===== config.mk =====
export PLATFORM = sky130hd
export DESIGN_NAME = seg7_scan_decoder
export DESIGN_NICKNAME = d
export VERILOG_FILES = /design/src/rtl/seg7_pkg.sv /design/src/rtl/seg7_to_hex.sv /design/src/rtl/seg7_scan_decoder.sv
export SDC_FILE = /design/constraint.sdc
export NUM_CORES = 1
export LEC_CHECK = 0
export CORE_UTILIZATION = 55
export CTS_BUF_LIST = sky130_fd_sc_hd__clkbuf_8 sky130_fd_sc_hd__clkbuf_16
export DETAILED_ROUTE_END_ITERATION = 10
export PLACE_DENSITY = 0.81
export RECOVER_POWER = 50
export SLEW_MARGIN = 20
export SYNTH_ARGS = -nofsm -noshare
export SYNTH_HDL_FRONTEND = slang
export SYNTH_HIERARCHICAL = 1
export SYNTH_SLANG_ARGS = --single-unit

===== constraint.sdc =====
create_clock -name clock -period 5 [get_ports clock]
set_input_delay 1.25 -clock clock [delete_from_list [all_inputs] [get_ports clock]]
set_output_delay 1.25 -clock clock [all_outputs]
set_load 0.01 [all_outputs]

===== src/rtl/seg7_pkg.sv =====
// -----------------------------------------------------------------------------
// seg7_pkg
//   Shared definitions for the 7-segment readback path.
//   - Segment bit positions on the seg bus (bit0=a ... bit6=g).
//   - The 16 hex segment codes produced by the team encoder, plus the
//     alternate (lit) zero pattern.
//   - Scan FSM state encoding.
//   - Small helpers for one-hot checking / index recovery on enable vectors
//     (up to 8 digits, callers zero-extend narrower vectors).
// -----------------------------------------------------------------------------
package seg7_pkg;

  // Segment bit positions on the seg bus
  localparam int SEG_A = 0;
  localparam int SEG_B = 1;
  localparam int SEG_C = 2;
  localparam int SEG_D = 3;
  localparam int SEG_E = 4;
  localparam int SEG_F = 5;
  localparam int SEG_G = 6;

  // Hex segment codes. The encoder blanks a zero digit, so the primary code
  // for 0 is all-off; the fully lit zero is accepted as an alternate.
  localparam logic [6:0] SEG7_CODE_0     = 7'h00;
  localparam logic [6:0] SEG7_CODE_0_ALT = 7'h3F;
  localparam logic [6:0] SEG7_CODE_1     = 7'h06;
  localparam logic [6:0] SEG7_CODE_2     = 7'h5B;
  localparam logic [6:0] SEG7_CODE_3     = 7'h4F;
  localparam logic [6:0] SEG7_CODE_4     = 7'h66;
  localparam logic [6:0] SEG7_CODE_5     = 7'h6D;
  localparam logic [6:0] SEG7_CODE_6     = 7'h7D;
  localparam logic [6:0] SEG7_CODE_7     = 7'h07;
  localparam logic [6:0] SEG7_CODE_8     = 7'h7F;
  localparam logic [6:0] SEG7_CODE_9     = 7'h6F;
  localparam logic [6:0] SEG7_CODE_A     = 7'h77;
  localparam logic [6:0] SEG7_CODE_B     = 7'h7C;
  localparam logic [6:0] SEG7_CODE_C     = 7'h39;
  localparam logic [6:0] SEG7_CODE_D     = 7'h5E;
  localparam logic [6:0] SEG7_CODE_E     = 7'h79;
  localparam logic [6:0] SEG7_CODE_F     = 7'h71;

  // Scan FSM states
  typedef enum logic [1:0] {
    ST_IDLE     = 2'd0,
    ST_SETTLE   = 2'd1,
    ST_CAPTURED = 2'd2
  } scan_state_t;

  // True when exactly one bit of v is set
  function automatic logic is_onehot8(input logic [7:0] v);
    return (v != 8'd0) && ((v & (v - 8'd1)) == 8'd0);
  endfunction

  // Index of the set bit of a one-hot vector (result is undefined-but-safe
  // for non one-hot input; callers only use it when is_onehot8 holds)
  function automatic logic [2:0] onehot_index8(input logic [7:0] v);
    logic [2:0] idx;
    idx = 3'd0;
    for (int i = 0; i < 8; i++) begin
      if (v[i]) idx = idx | 3'(i);
    end
    return idx;
  endfunction

endpackage


===== src/rtl/seg7_to_hex.sv =====
// -----------------------------------------------------------------------------
// seg7_to_hex
//   Combinational inverse of the team hex-to-7-segment encoder.
//   Ports:
//     seg   in  [6:0]  segment pattern, active-high, bit0=a ... bit6=g
//     hex   out [3:0]  decoded nibble (0 when the pattern is not a legal code)
//     legal out        1 when seg is one of the recognised codes
// -----------------------------------------------------------------------------
module seg7_to_hex
  import seg7_pkg::*;
(
  input  logic [6:0] seg,
  output logic [3:0] hex,
  output logic       legal
);

  always_comb begin
    hex   = 4'h0;
    legal = 1'b1;
    case (seg)
      SEG7_CODE_0,
      SEG7_CODE_0_ALT: hex = 4'h0;
      SEG7_CODE_1:     hex = 4'h1;
      SEG7_CODE_2:     hex = 4'h2;
      SEG7_CODE_3:     hex = 4'h3;
      SEG7_CODE_4:     hex = 4'h4;
      SEG7_CODE_5:     hex = 4'h5;
      SEG7_CODE_6:     hex = 4'h6;
      SEG7_CODE_7:     hex = 4'h7;
      SEG7_CODE_8:     hex = 4'h8;
      SEG7_CODE_9:     hex = 4'h9;
      SEG7_CODE_A:     hex = 4'hA;
      SEG7_CODE_B:     hex = 4'hB;
      SEG7_CODE_C:     hex = 4'hC;
      SEG7_CODE_D:     hex = 4'hD;
      SEG7_CODE_E:     hex = 4'hE;
      SEG7_CODE_F:     hex = 4'hF;
      default: begin
        hex   = 4'h0;
        legal = 1'b0;
      end
    endcase
  end

endmodule


===== src/rtl/seg7_scan_decoder.sv =====
// -----------------------------------------------------------------------------
// seg7_scan_decoder
//   Monitors a multiplexed 7-segment bus and recovers the hex value shown on
//   each digit. A (segment, enable) pattern must stay identical for
//   STABLE_CYCLES consecutive samples before it is captured; one capture is
//   made per dwell.
//   Parameters:
//     NUM_DIGITS     number of scanned digits (1..8)
//     STABLE_CYCLES  identical samples required before capture (>= 1)
//   Ports:
//     clock        in   system clock, rising edge
//     reset_n      in   asynchronous active-low reset
//     seg          in   [6:0] segment bus, bit0=a ... bit6=g
//     digit_en     in   [NUM_DIGITS-1:0] digit enables, expected one-hot
//     hex          out  [4*NUM_DIGITS-1:0] recovered nibble per digit
//     digit_valid  out  [NUM_DIGITS-1:0] digit captured at least once
//     code_err     out  [NUM_DIGITS-1:0] last capture of digit was illegal
//     update       out  one-cycle pulse per capture
//     upd_digit    out  [2:0] digit index of the capture (valid with update)
//     frame_done   out  one-cycle pulse when every digit has been captured
// -----------------------------------------------------------------------------
module seg7_scan_decoder
  import seg7_pkg::*;
#(
  parameter int NUM_DIGITS    = 4,
  parameter int STABLE_CYCLES = 4
) (
  input  logic                    clock,
  input  logic                    reset_n,
  input  logic [6:0]              seg,
  input  logic [NUM_DIGITS-1:0]   digit_en,
  output logic [4*NUM_DIGITS-1:0] hex,
  output logic [NUM_DIGITS-1:0]   digit_valid,
  output logic [NUM_DIGITS-1:0]   code_err,
  output logic                    update,
  output logic [2:0]              upd_digit,
  output logic                    frame_done
);

  localparam int              CW       = $clog2(STABLE_CYCLES + 1);
  localparam logic [CW-1:0]   CNT_MAX  = CW'(STABLE_CYCLES);
  localparam logic [CW-1:0]   CNT_ONE  = CW'(1);
  // With a one-sample dwell the first one-hot sample is captured directly.
  localparam bit              ONE_SHOT = (STABLE_CYCLES == 1);

  // ---------------------------------------------------------------------------
  // Stage 1: sample the bus, and keep the previous sample for change detection
  // ---------------------------------------------------------------------------
  logic [6:0]            s_seg_reg;
  logic [NUM_DIGITS-1:0] s_en_reg;
  logic [6:0]            p_seg_reg;
  logic [NUM_DIGITS-1:0] p_en_reg;

  always_ff @(posedge clock or negedge reset_n) begin
    if (!reset_n) begin
      s_seg_reg <= '0;
      s_en_reg  <= '0;
      p_seg_reg <= '0;
      p_en_reg  <= '0;
    end else begin
      s_seg_reg <= seg;
      s_en_reg  <= digit_en;
      p_seg_reg <= s_seg_reg;
      p_en_reg  <= s_en_reg;
    end
  end

  // ---------------------------------------------------------------------------
  // Stage 2 helpers
  // ---------------------------------------------------------------------------
  logic [7:0] en_wide;
  logic       en_onehot;
  logic [2:0] cap_index;
  logic       same;
  logic [3:0] dec_hex;
  logic       dec_legal;

  always_comb begin
    en_wide                 = 8'd0;
    en_wide[NUM_DIGITS-1:0] = s_en_reg;
  end

  assign en_onehot = is_onehot8(en_wide);
  assign cap_index = onehot_index8(en_wide);
  assign same      = (s_seg_reg == p_seg_reg) && (s_en_reg == p_en_reg);

  seg7_to_hex u_dec (
    .seg   (s_seg_reg),
    .hex   (dec_hex),
    .legal (dec_legal)
  );

  // ---------------------------------------------------------------------------
  // Capture condition for the current edge: either the dwell counter is about
  // to reach its target, or (one-sample dwell) a fresh one-hot sample arrives.
  // ---------------------------------------------------------------------------
  scan_state_t   state_reg;
  logic [CW-1:0] cnt_reg;
  logic          capture;

  always_comb begin
    capture = 1'b0;
    case (state_reg)
      ST_IDLE:     capture = ONE_SHOT && en_onehot;
      ST_SETTLE:   capture = same ? (cnt_reg == CNT_MAX - CNT_ONE)
                                  : (ONE_SHOT && en_onehot);
      ST_CAPTURED: capture = !same && ONE_SHOT && en_onehot;
      default:     capture = 1'b0;
    endcase
  end

  // ---------------------------------------------------------------------------
  // Stage 2 FSM with registered strobes and frame tracking
  // ---------------------------------------------------------------------------
  logic                  update_reg;
  logic [2:0]            upd_digit_reg;
  logic                  frame_done_reg;
  logic [NUM_DIGITS-1:0] mask_reg;
  logic [NUM_DIGITS-1:0] mask_next;

  // s_en_reg is one-hot whenever a capture happens
  assign mask_next = mask_reg | s_en_reg;

  always_ff @(posedge clock or negedge reset_n) begin
    if (!reset_n) begin
      state_reg      <= ST_IDLE;
      cnt_reg        <= '0;
      update_reg     <= 1'b0;
      upd_digit_reg  <= 3'd0;
      frame_done_reg <= 1'b0;
      mask_reg       <= '0;
    end else begin
      case (state_reg)
        ST_IDLE: begin
          if (en_onehot) begin
            cnt_reg   <= CNT_ONE;
            state_reg <= ONE_SHOT ? ST_CAPTURED : ST_SETTLE;
          end else begin
            cnt_reg   <= '0;
          end
        end
        ST_SETTLE, ST_CAPTURED: begin
          if (same) begin
            // Count up to the target; saturate while the dwell continues.
            if (cnt_reg != CNT_MAX) cnt_reg <= cnt_reg + CNT_ONE;
            if (state_reg == ST_SETTLE && cnt_reg == CNT_MAX - CNT_ONE)
              state_reg <= ST_CAPTURED;
          end else if (en_onehot) begin
            cnt_reg   <= CNT_ONE;
            state_reg <= ONE_SHOT ? ST_CAPTURED : ST_SETTLE;
          end else begin
            cnt_reg   <= '0;
            state_reg <= ST_IDLE;
          end
        end
        default: begin
          cnt_reg   <= '0;
          state_reg <= ST_IDLE;
        end
      endcase

      update_reg     <= capture;
      frame_done_reg <= capture && (&mask_next);
      if (capture) begin
        upd_digit_reg <= cap_index;
        mask_reg      <= (&mask_next) ? '0 : mask_next;
      end
    end
  end

  assign update     = update_reg;
  assign upd_digit  = upd_digit_reg;
  assign frame_done = frame_done_reg;

  // ---------------------------------------------------------------------------
  // Per-digit result registers
  // ---------------------------------------------------------------------------
  generate
    for (genvar gi = 0; gi < NUM_DIGITS; gi++) begin : g_digit
      logic [3:0] hex_reg;
      logic       valid_reg;
      logic       err_reg;

      always_ff @(posedge clock or negedge reset_n) begin
        if (!reset_n) begin
          hex_reg   <= 4'h0;
          valid_reg <= 1'b0;
          err_reg   <= 1'b0;
        end else if (capture && s_en_reg[gi]) begin
          hex_reg   <= dec_legal ? dec_hex : 4'h0;
          valid_reg <= 1'b1;
          err_reg   <= !dec_legal;
        end
      end

      assign hex[4*gi +: 4]  = hex_reg;
      assign digit_valid[gi] = valid_reg;
      assign code_err[gi]    = err_reg;
    end
  endgenerate

endmodule


* Yosys cells after proc, flatten, opt, wreduce, memory -nomap -nowiden
Index checks and enable logic that the tools add are counted.
** Storage, ports and cells
- Flip-flop bits (word level) :: 60
- Input bits :: 13
- Output and inout port bits :: 29
- Logic and storage cells :: 86
** Operators by class
- Add/subtract/negate cells :: 2
- Equal/unequal tests :: 25
- Mux-type cells :: 18
- Bitwise operators :: 2
- Reductions and logical operators :: 17
** Operators with widths (count)
- $eq 7x7->1 const B :: 12
- $pmux 4 s15 :: 1
- $reduce_or 17->1 :: 1
- $eq 7x3->1 const B :: 2
- $eq 7x6->1 const B :: 2
- $mux 2 :: 5
- $ne 3x3->1 const B :: 3
- $and 4x8->8 :: 1
- $logic_and 1x1->1 :: 8
- $logic_not 8->1 :: 1
- $mux 4 :: 2
- $reduce_bool 8->1 :: 1
- $eq 7x7->1 :: 1
- $logic_not 7->1 :: 1
- $mux 1 :: 6
- $mux 3 :: 2
- $pmux 3 s2 :: 1
- $sub 4x1->5 const B :: 1
- $eq 4x4->1 :: 1
- $or 4x4->4 :: 1
- $pmux 2 s2 :: 1
- $reduce_and 4->1 :: 1
- $add 3x1->3 const B :: 1
- $eq 3x2->1 const B :: 1
- other kinds (7) :: 7

* Depth between registers and ports, before layout
- Word-level depth :: 7
- Mapped depth :: 8

* Cells and area by module
Netlist, hierarchy kept.
** Modules (own cells, without submodules)
- seg7_scan_decoder :: instances 1, cells each 188, area an instance 2482.4 sq um
- seg7_to_hex :: instances 1, cells each 50, area an instance 342.8 sq um

* Worst setup path after synthesis
No wires, ideal clock.
- Kind :: register to register
- From :: register s_seg_reg[6]
- To :: register g_digit[0].hex_reg[3]
- Library setup time :: 0.125 ns
- Data arrival time :: 2.091 ns
- Data required time :: 4.875 ns
- Slack :: 2.784 ns
- Stages on the path, launching flop included :: 7
- Period minus slack after synthesis :: 2.216 ns
- Cells stage by stage :: dfrtp_1 buf_6 and3_4 a311o_1 or4_1 and2_1 mux2_4
** RTL lines
- start: declaration :: RTL line seg7_scan_decoder.sv:49 : logic [6:0] s_seg_reg;
- start signal: assignment :: RTL line seg7_scan_decoder.sv:61 : s_seg_reg <= seg;
- $eq 7x6->1, or another cell as far along :: RTL line seg7_to_hex.sv:20 : case (seg)
- $reduce_or 17->1 (no line) *
- $mux 1 * :: RTL line seg7_to_hex.sv:20
- net dec_legal :: RTL line seg7_scan_decoder.sv:76 : logic dec_legal;
- $mux 4 * :: RTL line seg7_scan_decoder.sv:190 : hex_reg <= dec_legal ? dec_hex : 4'h0;
- end signal: assignment :: RTL line seg7_scan_decoder.sv:190
- end: declaration :: RTL line seg7_scan_decoder.sv:180 : logic [3:0] hex_reg;
Mark *: on every way through the listed nets, which the timed path passes. The rest lies on a longest branch.
A chain may end at the register's enable or synchronous reset.

* Worst setup path in the final report
- From :: register s_seg_reg[3]
- To :: register g_digit[2].hex_reg[1]
** RTL lines (RTL line)
- $eq 7x6->1, or another cell as far along :: seg7_to_hex.sv:20
- $reduce_or 17->1 (no line) *
- $mux 1 * :: seg7_to_hex.sv:20
- net dec_legal :: seg7_scan_decoder.sv:76
- $mux 4 * :: seg7_scan_decoder.sv:190
- end signal: assignment :: seg7_scan_decoder.sv:190
- end: declaration :: seg7_scan_decoder.sv:180
Marked as above.

==> results.tsv <==
stage	metric	value	unit
synthesis	synth_compound_area_share	7.706	%
floorplanning	num_rows	25	
synthesis	muxShareOfSynthArea	9.743	%
floorplanning	initial_core_util	58.65	%
min_path	worstHoldStart	g_digit[2].valid_reg	
synthesis	synth-simple-area-share	15.59	%
sta	hold_viol	0	
cts	postCtsSetupBuffers	0	
sta	maxSlewViolCount	0	
power	ir_worst_vdd	0.2912	mV
floorplanning	fp.dieW	73.67	microns
synthesis	synth-main-ff-cell	dfrtp_1	
synthesis	synth-edff-count	0	
setup_path	arrival	2.75	ns
synthesis	synth_cell_type_count	53	
cts	cts_tree	done	
cells_and_area	drive_above_1_share	17.15	%
cts	cts_buffer_depth	2	
sta	clock-skew-final	0.009530	ns
cells_and_area	n_antenna_cell	0	
route	drtAntennaViolNets	0	
sta	min_period_over_period	50.65	%
global_route	grt_pass1_wl	7997	microns
sta	rsz0062_at_grt	no	
placement	gp_congestion	0.7976	
cts	numCtsBuffers	9	
cells_and_area	stdcell_count	341	
setup_path	crit_path_end_kind	flop	
sta	final.min_clock_period	2.532	ns
setup_path	critical_path_class	reg2reg	
cts	hold_buffers	0	
synthesis	ys_seq_elements	59	
cells_and_area	largest_register_ff_count	16	
global_route	gr-total-overflow	0	
route	first_iter_violations	94	
cts	htree_num_levels	3	
synthesis	synth_top_family_by_area	simple AND/OR/NAND/NOR gates	
synthesis	synth_fa_ha_area_share	2.657	%
route	wl_per_cell	14.52	microns
route	drc_errors	0	
floorplanning	fp.coreArea	4817	sq um
sta	finalSetupViolCount	0	
global_route	grt_pass1_vias	1676	
synthesis	avgSynthCellArea	11.87	sq um
global_route	grt_max_degree	60	
power	leakagePower	0.001557	uW
synthesis	mappedNetlistArea	2825	sq um
cells_and_area	area_delta_synth_final	18.73	%
cts	path_clk_slew	0.07	ns
min_path	holdPathStages	1	
setup_path	worst-path-buf-inv	0	
sta	max_freq	0.3949	GHz
setup_path	cp_cell_sequence	or4b_1 -> a21oi_1 -> a311o_1 -> or4_1 -> and2_1 -> mux2_4	
min_path	hp-class	reg2reg	
route	num_vias	1802	
setup_path	crit_slowest_cell	or4_1	
cts	cts.sinks	59	
placement	hpwl	3341	microns
placement	portBuffers	40	
setup_path	cp.depth	6	
setup_path	reg2reg_to	g_digit[2].hex_reg[1]	
setup_path	endpoint	g_digit[2].hex_reg[1]	
setup_path	cp_max_fo	16	
power	powerDensity	301.1	nW/um^2
run_status	status	finished clean	
sta	max_slew_margin	53.05	%
sta	worstMarginPinSlew	0.7043	ns
route	wirelength	4950	microns
route	avgViaCountPerCell	5.284	
floorplanning	dieArea	5427	sq um
cts	root_buffer	clkbuf_8	
synthesis	yosysSeqAreaShare	52.26	%
synthesis	async_reset_ff_share	100.0	%
synthesis	syn-instance-count	238	
global_route	antenna_found_initial	0	
setup_path	ff2ff_path_depth	6	
setup_path	reg2reg_slack	2.47	ns
setup_path	critPathTopFamily	simple AND/OR/NAND/NOR gates	
sta	setup_tns	0	ns
floorplanning	ios	42	
setup_path	required	5.22	ns
setup_path	r2r-start	s_seg_reg[3]	
global_route	grt_usage	20.39	%
cells_and_area	final_nets	288	
setup_path	max_stage_delay	0.67	ns
route	dr.pass1.iters	4	
setup_path	cp-start-kind	flop	
synthesis	synth_fp_nets	257	
cts	clkLatencyLatePin	0.34	ns
placement	dp_cells	325	
flow_run	max_cap_viol_count	0	
setup_path	setup.worst_path.start	s_seg_reg[3]	
synthesis	synth_xor_area_share	4.650	%
synthesis	ys_warn_count	6	
floorplanning	die_y	73.67	microns
cts	cts.repair.resized	0	
-- metrics by stage --
stage / hold WS (ns) / power (uW) / setup slack (ns) / cell area [sq um] / util (%)
global route: 0.4862 / 1063 / 2.344 / 3354 / 69.64
CTS: 0.4711 / 1027 / 2.472 / 3354 / 69.64
detailed placement: 0.4543 / 606.8 / 2.494 / 3156 / 65.51
floorplan: 0.3487 / 578.0 / 2.784 / 2825 / -
finish: 0.4631 / 1010 / 2.468 / 3354 / 69.64
global placement: 0.4518 / 603.7 / 2.550 / 3156 / 65.51
-- cell usage after synthesis (2+ instances only) --
cell / n / area share (%)
nand3_4: 3 / 1.9
inv_1: 13 / 1.7
xnor2_1: 3 / 0.93
ha_1: 6 / 2.7
and3_1: 2 / 0.44
nand2b_1: 3 / 0.66
and3_2: 2 / 0.53
xor2_1: 12 / 3.7
mux2i_1: 5 / 1.8
and2_1: 6 / 1.3
o22ai_1: 2 / 0.44
nand3b_1: 2 / 0.53
nand4_1: 2 / 0.44
buf_6: 2 / 0.80
nor2_1: 13 / 1.7
a21oi_1: 17 / 3.0
nor2b_1: 3 / 0.66
buf_2: 7 / 1.2
buf_4: 10 / 2.7
mux2_2: 4 / 1.6
nor3_1: 4 / 0.71
nor3b_1: 2 / 0.53
mux2_4: 12 / 6.4
nand2_1: 10 / 1.3
a22o_1: 2 / 0.62
nand3_1: 6 / 1.1
dfrtp_1: 59 / 52
-- worst register-to-register path: stages (launching register included) --
cell	delay (ns)
dfrtp_1	0.64
or4b_1	0.20
a21oi_1	0.06
a311o_1	0.33
or4_1	0.67
and2_1	0.25
mux2_4	0.28
-- layer usage --
layer / up-vias / track usage, % / part of all wire (%)
met3: 7 / 7.407 / 4.9
met4: 0 / 7.692 / 1.5
met2: 50 / 31.29 / 49
met5: - / 0 / 0
met1: 878 / 26.50 / 44
li1: 867 / - / -
-- worst min-delay path by stage --
stage	to	slack [ns]
final	g_digit[2].valid_reg	0.46
after detailed placement	g_digit[2].valid_reg	0.45
after global routing	g_digit[3].valid_reg	0.49
after global placement	g_digit[3].valid_reg	0.45
after floorplan	p_en_reg[1]	0.35
after CTS	g_digit[2].valid_reg	0.47
-- layout make-up --
| class | count | area, sq um |
|---|---|---|
| fillers | 377 | 1463 |
| clock inverters | 3 | 20.02 |
| clock buffers | 13 | 178.9 |
| well taps | 67 | 83.83 |
| multi-input cells | 145 | 1144 |
| inverters | 13 | 48.80 |
| flip-flops and latches | 59 | 1476 |
| repair buffers | 41 | 402.9 |
-- logic make-up (layout without fill, tap and decap cells) --
| kind of cell | count (synthesis) | after routing |
|---|---|---|
| buf+inv | 34 | 70 |
| xor+xnor | 15 | 15 |
| fa+ha+maj | 6 | 6 |
| flops | 59 | 59 |
| mux | 21 | 21 |
| simple gates | 69 | 69 |
| other cells | 1 | 1 |
| compound gates | 33 | 33 |
-- placed cells by master (no fill, tap or decap), types with 2 or more instances in the layout --
cell and n:
dfrtp_1 59, clkdlybuf4s50_1 28, a21oi_1 17, inv_1 13, nor2_1 13, clkbuf_8 13, xor2_1 12, mux2_4 12
dlygate4sd3_1 11, nand2_1 10, and2_1 6, nand3_1 6, ha_1 6, mux2i_1 5, nor3_1 4, mux2_2 4
nor2b_1 3, nand3_4 3, nand2b_1 3, xnor2_1 3, o22ai_1 2, and3_2 2, nand3b_1 2, nor3b_1 2
nand4_1 2, and3_1 2, a22o_1 2, clkinvlp_4 2
-- power by group --
part	internal (uW)	total, uW	switching, uW
combinational	38.8	82.2	43.4
sequential	491	514	22.7
clock	233	414	181
total	763	1010	247
Power figures use the tool's default switching activity.
